File: src/rtl/song_pkg.sv
// song_pkg: shared constants, FSM state type and the note table for song_player.
//   Table entry layout is {dur[1:0], note[4:0]}; the note plays for dur+1 beats.
//   Entries past a song's end marker read back as the end marker.
package song_pkg;

  localparam int NUM_SONGS = 6;
  localparam int SONG_LEN  = 32;
  localparam logic [4:0] NOTE_END  = 5'd31;
  localparam logic [4:0] NOTE_REST = 5'd0;

  typedef enum logic [2:0] {IDLE, FETCH, PLAY, GAP, WRAP} state_t;

  typedef logic [6:0] entry_t;

  function automatic entry_t ent(input logic [1:0] dur, input logic [4:0] note);
    return {dur, note};
  endfunction

  // Song 5 is the fixed test pattern; songs 0-4 are short melodies.
  function automatic entry_t song_entry(input logic [2:0] song, input logic [4:0] idx);
    entry_t e;
    e = {2'd0, NOTE_END};
    case (song)
      3'd0: case (idx)
        5'd0: e = ent(2'd0, 5'd1);
        5'd1: e = ent(2'd0, 5'd3);
        5'd2: e = ent(2'd0, 5'd5);
        5'd3: e = ent(2'd1, 5'd6);
        default: ;
      endcase
      3'd1: case (idx)
        5'd0: e = ent(2'd1, 5'd8);
        5'd1: e = ent(2'd0, NOTE_REST);
        5'd2: e = ent(2'd0, 5'd10);
        5'd3: e = ent(2'd2, 5'd12);
        default: ;
      endcase
      3'd2: case (idx)
        5'd0: e = ent(2'd0, 5'd20);
        5'd1: e = ent(2'd0, 5'd18);
        5'd2: e = ent(2'd1, 5'd16);
        default: ;
      endcase
      3'd3: case (idx)
        5'd0: e = ent(2'd3, 5'd2);
        5'd1: e = ent(2'd0, 5'd4);
        default: ;
      endcase
      3'd4: case (idx)
        5'd0: e = ent(2'd0, 5'd30);
        5'd1: e = ent(2'd0, 5'd29);
        5'd2: e = ent(2'd0, 5'd28);
        5'd3: e = ent(2'd0, 5'd27);
        5'd4: e = ent(2'd1, 5'd26);
        default: ;
      endcase
      3'd5: case (idx)
        5'd0: e = ent(2'd0, 5'd5);
        5'd1: e = ent(2'd1, NOTE_REST);
        5'd2: e = ent(2'd3, 5'd12);
        default: ;
      endcase
      default: ;
    endcase
    return e;
  endfunction

endpackage

File: src/rtl/note_rom.sv
// note_rom: synchronous note table, one cycle read latency.
//   clk  - system clock
//   addr - {song[2:0], idx[4:0]}
//   data - registered {dur[1:0], note[4:0]}
module note_rom
  import song_pkg::*;
(
  input  logic       clk,
  input  logic [7:0] addr,
  output logic [6:0] data
);

  always_ff @(posedge clk) data <= song_entry(addr[7:5], addr[4:0]);

endmodule

File: src/rtl/song_player.sv
// song_player: steps through the selected song's note table at a fixed beat rate.
//   clk, rst   - clock, async active-high reset
//   song_sel   - song index (0-5 valid, 6-7 silence)
//   play       - level enable
//   note_code  - current note (0 = silence/rest)
//   note_start - pulse on the first PLAY cycle of each note
//   loop_pulse - pulse in the cycle the song wraps to entry 0
//   busy       - high whenever not IDLE
// GAP_CYC is expected to be at least 1.
module song_player
  import song_pkg::*;
#(
  parameter int unsigned BEAT_CYC = 25_000_000,
  parameter int unsigned GAP_CYC  = 2_500_000
) (
  input  logic       clk,
  input  logic       rst,
  input  logic [2:0] song_sel,
  input  logic       play,
  output logic [4:0] note_code,
  output logic       note_start,
  output logic       loop_pulse,
  output logic       busy
);

  localparam int IDX_W = $clog2(SONG_LEN);
  localparam logic [2:0]       LAST_SONG = 3'(NUM_SONGS - 1);
  localparam logic [IDX_W-1:0] LAST_IDX  = IDX_W'(SONG_LEN - 1);

  state_t           state, state_nxt;
  logic [IDX_W-1:0] idx, idx_nxt;
  logic [2:0]       prev_sel;
  logic [31:0]      cnt, cnt_nxt;
  logic [4:0]       cur_note, cur_note_nxt;
  logic [6:0]       rom_data;
  logic             sel_valid;

  function automatic logic [31:0] play_len(input logic [1:0] dur);
    return (32'(dur) + 32'd1) * 32'(BEAT_CYC) - 32'(GAP_CYC);
  endfunction

  // Address comes from the next-state index so the entry is already on
  // rom_data during the FETCH cycle itself.
  note_rom u_rom (
    .clk  (clk),
    .addr ({song_sel, idx_nxt}),
    .data (rom_data)
  );

  assign sel_valid = (song_sel <= LAST_SONG);

  always_comb begin
    state_nxt    = state;
    idx_nxt      = idx;
    cnt_nxt      = cnt;
    cur_note_nxt = cur_note;
    case (state)
      IDLE: begin
        idx_nxt = '0;
        if (play && sel_valid) state_nxt = FETCH;
      end
      FETCH: begin
        // The last slot is never played as a note: it always wraps.
        if (rom_data[4:0] == NOTE_END || idx == LAST_IDX) begin
          state_nxt = WRAP;
          idx_nxt   = '0;
        end else begin
          state_nxt    = PLAY;
          cur_note_nxt = rom_data[4:0];
          cnt_nxt      = play_len(rom_data[6:5]);
        end
      end
      PLAY: begin
        if (cnt == 32'd1) begin
          state_nxt = GAP;
          cnt_nxt   = 32'(GAP_CYC);
        end else begin
          cnt_nxt = cnt - 32'd1;
        end
      end
      GAP: begin
        if (cnt == 32'd1) begin
          state_nxt = FETCH;
          idx_nxt   = idx + 1'b1;
        end else begin
          cnt_nxt = cnt - 32'd1;
        end
      end
      WRAP: begin
        state_nxt = FETCH;
        idx_nxt   = '0;
      end
      default: state_nxt = IDLE;
    endcase

    // Overrides: play drop beats a song change.
    if (!play) begin
      state_nxt = IDLE;
      idx_nxt   = '0;
    end else if (song_sel != prev_sel) begin
      idx_nxt   = '0;
      state_nxt = sel_valid ? FETCH : IDLE;
    end
  end

  always_ff @(posedge clk or posedge rst) begin
    if (rst) begin
      state      <= IDLE;
      idx        <= '0;
      prev_sel   <= '0;
      cnt        <= '0;
      cur_note   <= NOTE_REST;
      note_start <= 1'b0;
    end else begin
      state      <= state_nxt;
      idx        <= idx_nxt;
      prev_sel   <= song_sel;
      cnt        <= cnt_nxt;
      cur_note   <= cur_note_nxt;
      note_start <= (state == FETCH) && (state_nxt == PLAY);
    end
  end

  assign note_code  = (state == PLAY) ? cur_note : NOTE_REST;
  assign loop_pulse = (state == WRAP);
  assign busy       = (state != IDLE);

endmodule
File: config.mk
export PLATFORM = sky130hd
export DESIGN_NAME = song_player
export DESIGN_NICKNAME = d
export VERILOG_FILES = /design/src/rtl/song_pkg.sv /design/src/rtl/note_rom.sv /design/src/rtl/song_player.sv
export SDC_FILE = /design/constraint.sdc
export NUM_CORES = 1
export LEC_CHECK = 0
export BUFFER_PORTS_ARGS = -buffer_cell sky130_fd_sc_hd__clkbuf_2
export CAP_MARGIN = 0
export CORE_MARGIN = 4
export CORE_UTILIZATION = 50
export DETAILED_ROUTE_END_ITERATION = 10
export MAX_ROUTING_LAYER = met4
export PLACE_DENSITY_LB_ADDON = 0.3
export SLEW_MARGIN = 20
export SYNTH_ARGS = -nofsm -noshare
export SYNTH_HDL_FRONTEND = slang
export SYNTH_SLANG_ARGS = --single-unit
File: constraint.sdc
create_clock -name clk -period 3.8 [get_ports clk]
set_input_delay 0.19 -clock clk [delete_from_list [all_inputs] [get_ports clk]]
set_output_delay 0.19 -clock clk [all_outputs]
set_load 0.05 [all_outputs]
======== Yosys cells after proc, flatten, opt, wreduce, memory -nomap -nowiden ========
Index checks and enable logic that the tools add are counted.
storage, ports and cells
  register bits after elaboration ......... 56
  bits of input ports ..................... 6
  word-level logic and storage cells ...... 70
cells by class
  add/subtract/negate cells ............... 4
  multiply operators ...................... 1
  order comparisons ....................... 1
  equality and inequality tests ........... 20
  multiplexer cells ....................... 25
  bitwise gates (word level) .............. 1
  reduce and logical (&&, ||, !) cells .... 11
operator list
  cell                      count
  $mux W32                  3
  $pmux W32 S3              1
  $pmux W7 S6               1
  $eq A32 B1 Y1 const B     1
  $sub A32 B1 Y32 const B   1
  $pmux W6 S5               1
  $sub A28 B22 Y29 const B  1
  $pmux W7 S4               1
  $mux W5                   5
  $pmux W6 S4               1
  $mul A3 B19 Y22 const B   1
  $pmux W7 S3               1
  $mux W3                   6
  $pmux W6 S3               1
  $eq A3 B2 Y1 const B      5
  $pmux W3 S5               1
  $pmux W5 S3               1
  $pmux W7 S2               1
  $eq A5 B2 Y1 const B      2
  $eq A5 B5 Y1 const B      2
  $eq A3 B3 Y1 const B      3
  $eq A3 B1 Y1 const B      2
  $logic_not A3 Y1          2
  $reduce_bool A3 Y1        2
  other kinds (15)          17

======== Longest topological paths before layout ========
Gate-level depths: netlist (run 1).
  depth in word-level cells ............... 9
  mapped depth ............................ 14
  mapped depth without buffers ............ 13

======== By module ========
Synthesis (run 1) repeated with hierarchy kept, for this count alone.
unflattened totals
  cell total of the unflattened synthesis .. 479
  area total of the unflattened synthesis .. 3865.0 sq um
by module, submodules not included
  module       times used  cells an instance  area an instance (sq um)  sequential area each (sq um)
  song_player  1           406                3299.4                    1226.2
  note_rom     1           73                 565.5                     140.1

======== Least setup slack after synthesis (run 1) ========
No wires, ideal clock.
  path type ............................... register to register
  start ................................... register u_rom.data[5]
  end ..................................... register cnt[29]
  data arrival time ....................... 2811 ps
  required time ........................... 3654 ps
  slack ................................... 842 ps
  cell stages (with the launch flop) ...... 14
  path buffers ............................ 1
  clock period less this slack ............ 2958 ps
  path through ............................ dfxtp_1 clkbuf_1 inv_1 ha_1 fa_1 nand2_1 nand2_1 a21o_1 a21oi_1 xnor2_1 a31oi_1 o21ai_0 a21oi_1 a21oi_1
on the way
  word-level cells in the longest chain between the ends .. 5
RTL lines
  what                    line                source
  from (decl)             note_rom.sv:10      output logic [6:0] data
  from (signal assigned)  note_rom.sv:13      always_ff @(posedge clk) data <= song_entry(addr[7:5], addr[4:0]);
  $add A2 B1 Y3           song_player.sv:39   return (32'(dur) + 32'd1) * 32'(BEAT_CYC) - 32'(GAP_CYC);
  $mul A3 B19 Y22         song_player.sv:39
  $sub A28 B22 Y29        song_player.sv:39
  $mux W32                song_player.sv:64   if (rom_data[4:0] == NOTE_END || idx == LAST_IDX) begin
  $pmux W32 S3            song_player.sv:57   case (state)
  to (signal assigned)    song_player.sv:118  cnt <= cnt_nxt;
  to (decl)               song_player.sv:33   logic [31:0] cnt, cnt_nxt;
Every way passes these cells. The select of a mux whose other input is x is not followed.
A chain may end at the register's enable or synchronous reset.

======== Worst setup path after layout (run 1) ========
Ends and elaborated chain as after synthesis.

==> results of run 1 <==
-- area by class of cell --
cell class / count / share of cell area
tap: 102 / 0.02965
clock buffer: 6 / 0.01686
timing repair buffer: 20 / 0.02733
clock inverter: 2 / 0.01395
inverter: 22 / 0.01948
multi-input combinational: 388 / 0.5753
sequential: 56 / 0.3174
-- power breakdown --
part	total (W)	internal [W]	switching [W]
combinational	0.000333	0.000130	0.000203
sequential	0.000763	0.000668	0.0000945
clock	0.000464	0.000264	0.000201
-- per-stage QoR --
stage	util	hold slack (ns)	power, W	setup slack (ns)
6_report	0.5541	-0.007635	0.001560	0.2684
5_1_grt	0.5541	0.07537	0.001651	0.005149
4_1_cts	0.5530	0.1212	0.001565	0.3423
3_5_place_dp	0.5359	0.4609	0.001103	0.3612
3_3_place_gp	0.5359	0.4604	0.001091	0.4325
2_1_floorplan	-	0.2214	0.001015	0.8425
-- how the worst max path moves through the flow --
stage / endpoint / cells past startpoint
final: cnt[29] / 11
after global routing: cnt[29] / 11
after CTS: cnt[29] / 11
after detailed placement: cnt[29] / 11
after global placement: cnt[29] / 11
after floorplan: cnt[29] / 13
-- metal layers --
metal	GRT usage	part of all wire	vias up
li1	-	-	1801
met1	0.2996	0.45	1783
met2	0.3337	0.46	131
met3	0.03446	0.059	26
met4	0.07987	0.028	0
met5	-	0	-
-- flip-flops by register name, summed over array words and instances, names as in the netlist --
signal	flops
cnt	32
idx	5
prev_sel	3
cur_note	5
u_rom.data	7
note_start	1
state	3
-- worst max-delay path, stage by stage (launching register included) --
cell,delay (ns)
dfxtp_1,0.57
inv_1,0.17
ha_1,0.41
xnor2_1,0.29
ha_1,0.32
a211oi_1,0.13
a21oi_1,0.34
nor3_1,0.11
a31oi_1,0.62
o21ai_0,0.19
a21oi_1,0.19
a21oi_1,0.05
-- cell families after synthesis --
logic type	Yosys count	share of synthesized area
multiplexers	7	0.01898
AO/OA/AOI/OAI	170	0.2562
buffers and inverters	48	0.04855
other	1	0.0009328
XOR/XNOR	14	0.03050
flip-flops	56	0.3399
AND/OR/NAND/NOR	178	0.2471
adder cells (fa/ha/maj)	18	0.05789
-- Yosys cell counts (all sizes together), types with 3 or more instances --
library cell	count	area [sq um]
o21ai	57	285.3
nand2	50	187.7
dfrtp	49	1226
a21oi	47	239.0
nor2	40	150.1
clkbuf	24	90.09
inv	22	82.58
ha	17	212.7
nor3	15	80.08
nand3	14	70.07
and3	12	75.07
a31oi	11	68.82
nor4	11	171.4
o22ai	8	50.05
xnor2	8	70.07
a22oi	7	52.55
dfxtp	7	140.1
nand2b	7	43.79
and2	6	40.04
or3	6	37.54
xor2	6	52.55
a21o	5	37.54
mux2	5	56.30
o31ai	5	37.54
a22o	4	35.03
a32oi	3	26.28
nand4	3	25.02
nand4b	3	26.28
o21a	3	22.52
==> results.sh, run 1 <==
export IMPL_synthFlopType="dfrtp_1"
export IMPL_initialDrtViolationCount=314
export IMPL_dpl_cell_count=588
export IMPL_fmax_ghz=0.2832
export IMPL_clockBufferDepth=2
export IMPL_grt_usage=0.2203
export IMPL_r2r_start="u_rom.data[5]"
export IMPL_reg2reg_slack_ns=0.27
export IMPL_hpwl_mm=7.211
export IMPL_cts_tree="built"
export IMPL_antenna_left=0
export IMPL_row_count=32
export IMPL_die_width_um=97.67
export IMPL_ctsHoldBuffers=0
export IMPL_grt_remaining_overflow=0
export IMPL_finalInstanceArea_sq_um=4304
export IMPL_place_area_sq_um=4163
export IMPL_timing_setup_tns_ns=0
export IMPL_viasPerCell=6.277
export IMPL_n_fill_cell=728
export IMPL_antenna_cells=0
export IMPL_critPathKind="register to register"
export IMPL_drt_pass1_iter_count=5
export IMPL_start_util=0.5176
export IMPL_drive_gt1_frac=0.1032
export IMPL_hold_violations=7
export IMPL_syn2layout_area_growth_pct=7.065
export IMPL_ys_warn_count=0
export IMPL_ys_seq_area_frac=0.3399
export IMPL_worstHoldPathType="input pin to async pin"
export IMPL_critical_path_required_ns=3.97
export IMPL_vias=3741
export IMPL_async_flop_share=0.8750
export IMPL_die_h_um=97.67
export IMPL_cts_buffers=5
export IMPL_relSlewSlack=0.4121
export IMPL_irDropWorstVdd_v=0.0001911
export IMPL_fin_nets=517
export IMPL_layout_common_cells="57 x o21ai_0, 50 x nand2_1, 49 x dfrtp_1, 45 x a21oi_1, 40 x nor2_1"
export IMPL_fin_crit_ns=3.532
export IMPL_drt_total_wl_mm=10.07
export IMPL_remaining_drc_errors=0
export IMPL_clock_sinks=56
export IMPL_tightest_slew_ns=0.8819
export IMPL_syn_inst=492
export IMPL_syn_avg_cell_area_sq_um=8.171
export IMPL_outcome="finished with violations"
export IMPL_violations="hold timing"
export IMPL_layout_cells_most_common="o21ai_0"
export IMPL_grt_setup_unrepaired="no"
export IMPL_cts_root_buf="clkbuf_8"
export IMPL_core_area_sq_um=7767
export IMPL_synth_edff_count=0
export IMPL_grt_pass1_vias=3480
export IMPL_period_share=0.9294
export IMPL_end_kind="register"
export IMPL_post_cts_buffers=0
export IMPL_slew_viol_final=0
export IMPL_crit_start="u_rom.data[5]"
export IMPL_clkSlewWorstSetupHoldPaths_ns=0.11
export IMPL_synth_cell_types=63
export IMPL_avgRoutedWirePerCell_um=16.89
export IMPL_htreeDepth=2
export IMPL_ff2ff_path_depth=11
export IMPL_ys_seq_elements=56
export IMPL_grt_max_degree=50
export IMPL_stdcell_count=596
export IMPL_maxCapViolations=0
export IMPL_syn_num_nets=516
export IMPL_antenna_found_initial=0
export IMPL_hold_slack_ns=-0.007635
export IMPL_dieArea_sq_um=9538
export IMPL_syn_area_sq_um=4020
export IMPL_cp_max_fo=12
export IMPL_cts_resized=0
export IMPL_setup_violations=0
export IMPL_power_density_nw_per_um2=362.4
export IMPL_startpoint_type="register"
export IMPL_p_leak_nw=1.814
export IMPL_port_buffers=13
export IMPL_r2r_end="cnt[29]"
export IMPL_design_portCount=14
export IMPL_clkLatencyLatePin_ns=0.31
export IMPL_grt_pass1_wl_mm=17.13
export IMPL_seqCellArea_sq_um=1366
export IMPL_crit_arrival_ns=3.70
export IMPL_multi_input_area_sq_um=2476
export IMPL_globalplace_congestion=0.9546
export IMPL_skew_ns=0.008375
Power figures use the tool's default switching activity.
==> run 2: changes to the inputs <==
Settings changed: BUFFER_PORTS_ARGS -buffer_cell sky130_fd_sc_hd__clkbuf_2 to -buffer_cell sky130_fd_sc_hd__buf_2, CORE_MARGIN 4 to default.
==> run 2 against run 1 <==
  * Utilization is 0.43 points lower
  * Sequential power hardly changed
  * Highest routed layer unchanged
  * Combinational power hardly changed
  * The run now ends clean
  * Fmax is 3.0% higher
  * Clock skew is 0.0034 ns higher
==> results.sh, run 2 (synthesis gave the netlist of run 1 again) <==
export IMPL_ctsHoldBuffers=0
export IMPL_layout_common_cells="57 x o21ai_0, 50 x nand2_1, 49 x dfrtp_1, 45 x a21oi_1, 40 x nor2_1"
export IMPL_finalWorstSetupSlack_ns=0.3721
export IMPL_p_leak_nw=1.812
export IMPL_clkSlewWorstSetupHoldPaths_ns=0.11
export IMPL_critical_path_required_ns=3.98
export IMPL_startpoint_type="register"
export IMPL_period_share=0.9021
export IMPL_fin_crit_ns=3.428
export IMPL_syn2layout_area_growth_pct=6.225
export IMPL_design_portCount=14
export IMPL_port_buffers=13
export IMPL_relSlewSlack=0.4094
export IMPL_reg2reg_slack_ns=0.37
export IMPL_cts_root_buf="clkbuf_8"
export IMPL_cts_resized=0
export IMPL_drt_total_wl_mm=10.01
export IMPL_row_count=32
export IMPL_outcome="complete, no violations"
export IMPL_cpPeakStageDelay_ns=0.63
export IMPL_largest_register_ffs=32
export IMPL_drt_pass1_iter_count=5
export IMPL_maxCapViolations=0
export IMPL_antenna_found_initial=0
export IMPL_start_util=0.5176
export IMPL_clockBufferDepth=2
export IMPL_worstHoldPathType="input pin to async pin"
export IMPL_combPwrFrac=0.229
export IMPL_htreeDepth=2
export IMPL_r2r_start="u_rom.data[5]"
export IMPL_skew_ns=0.01174
export IMPL_grt_max_degree=50
export IMPL_die_width_um=91.67
export IMPL_avgRoutedWirePerCell_um=16.74
export IMPL_cts_buffers=5
export IMPL_grt_setup_unrepaired="no"
export IMPL_r2r_end="cnt[29]"
export IMPL_p_switching_w=0.0005092
export IMPL_regMostFlops="cnt"
export IMPL_remaining_drc_errors=0
export IMPL_post_cts_buffers=0
export IMPL_clock_sinks=56
export IMPL_viasPerCell=6.064
export IMPL_crit_top_cell="a21oi_1"
export IMPL_cp_max_fo=12
export IMPL_vias=3626
export IMPL_ff2ff_path_depth=11
export IMPL_end_kind="register"
export IMPL_fmax_ghz=0.2917
export IMPL_irDropWorstVdd_v=0.0001799
export IMPL_pre_cts_slack_ns=0.4558
export IMPL_p_int_w=0.0009310
export IMPL_sw_frac_of_total=0.3536
export IMPL_crit_arrival_ns=3.61
export IMPL_antenna_cells=0
export IMPL_layout_cells_most_common="o21ai_0"
export IMPL_die_h_um=91.67
export IMPL_crit_path_top_delay_cell="a31oi_1"
export IMPL_initialDrtViolationCount=361
export IMPL_critPathKind="register to register"
export IMPL_grt_pass1_wl_mm=17.26
export IMPL_grt_remaining_overflow=0
export IMPL_setup_violations=0
export IMPL_power_density_nw_per_um2=337.3
export IMPL_hpwl_mm=7.183
export IMPL_drive_gt1_frac=0.1089
export IMPL_reg_top3="cnt (32), u_rom.data (7)"
export IMPL_grt_usage=0.2620
export IMPL_dieArea_sq_um=8402
export IMPL_fin_nets=519
export IMPL_core_area_sq_um=7767
export IMPL_timing_setup_tns_ns=0
export IMPL_tightest_slew_ns=0.8849
export IMPL_antenna_left=0
export IMPL_hold_violations=0
export IMPL_clkLatencyLatePin_ns=0.32
export IMPL_p_clk_frac=0.242
export IMPL_crit_start="u_rom.data[5]"
export IMPL_power_share_sequential=0.528
export IMPL_crit_chain="inv_1, ha_1, fa_1, a21oi_1, nand3b_1, o21ai_0, nor3_1, a31oi_1, o21ai_0, a21oi_1, a21oi_1"
export IMPL_n_fill_cell=761
export IMPL_slew_viol_final=0
export IMPL_globalplace_congestion=0.9202
export IMPL_power_w=0.001440
export IMPL_cts_tree="built"
export IMPL_grt_pass1_vias=3473
export IMPL_crit_path_end="cnt[29]"
==> run 2: cell count changes in the layout (fill, tap and decap cells not counted), sizes merged <==
cell | before | now
clkbuf | 19 | 5
clkinv | 1 | 3
inv | 21 | 22
buf | 7 | 22
bufinv | 2 | 0
==> run 2: through the flow <==
stage / cells / cell area, sq um / hold WS (ns) / utilization
final: 598 / 4270 / 0.01318 / 0.5498
after global routing: 598 / 4270 / 0.09757 / 0.5498
after CTS: 598 / 4269 / 0.1124 / 0.5496
after detailed placement: 590 / 4178 / 0.4606 / 0.5379
after global placement: 590 / 4178 / 0.4599 / 0.5379
after floorplan: 492 / 4020 / 0.2214 / -
==> run 2: critical path: cells and delay by family (launching register included) <==
kind / cells / cell delay, ns
AO/OA/AOI/OAI: 6 / 1.45
adder cells (fa/ha/maj): 2 / 0.88
buffers and inverters: 1 / 0.18
flip-flops: 1 / 0.61
AND/OR/NAND/NOR: 2 / 0.17
==> run 2: power groups by stage <==
| stage | Clock (W) | Sequential (W) | Combinational [W] |
|---|---|---|---|
| finish | 0.000349 | 0.000761 | 0.000331 |
| global route | 0.000382 | 0.000776 | 0.000377 |
| CTS | 0.000355 | 0.000760 | 0.000329 |
| detailed placement | 0 | 0.000772 | 0.000328 |
| global placement | 0 | 0.000768 | 0.000325 |
| floorplan | 0 | 0.000748 | 0.000267 |
==> run 2: how the worst min path moves through the flow <==
stage,from,endpoint,slack (ns),depth (start not counted)
after floorplan,song_sel[0],prev_sel[0],0.22,0
after global placement,song_sel[0],prev_sel[0],0.46,1
after detailed placement,song_sel[0],prev_sel[0],0.46,1
after CTS,song_sel[0],prev_sel[0],0.11,1
after global routing,rst,cnt[6],0.1,2
final,rst,cur_note[3],0.01,2
==> run 2: layer usage <==
metal	up-vias	track usage	routed length, um
li1	1794	-	-
met1	1724	0.3631	4821
met2	91	0.3991	4550
met3	17	0.04395	500
met4	0	0.06746	138
met5	-	-	0
==> run 2: final cells by class <==
type / count / area, sq um / share of cell area
Clock buffer: 5 / 68.82 / 0.01611
Clock inverter: 3 / 22.52 / 0.005274
Inverter: 22 / 83.83 / 0.01963
Multi-Input combinational cell: 388 / 2469 / 0.5781
Sequential cell: 56 / 1366 / 0.3200
Tap cell: 102 / 127.6 / 0.02989
Timing Repair Buffer: 22 / 132.6 / 0.03106
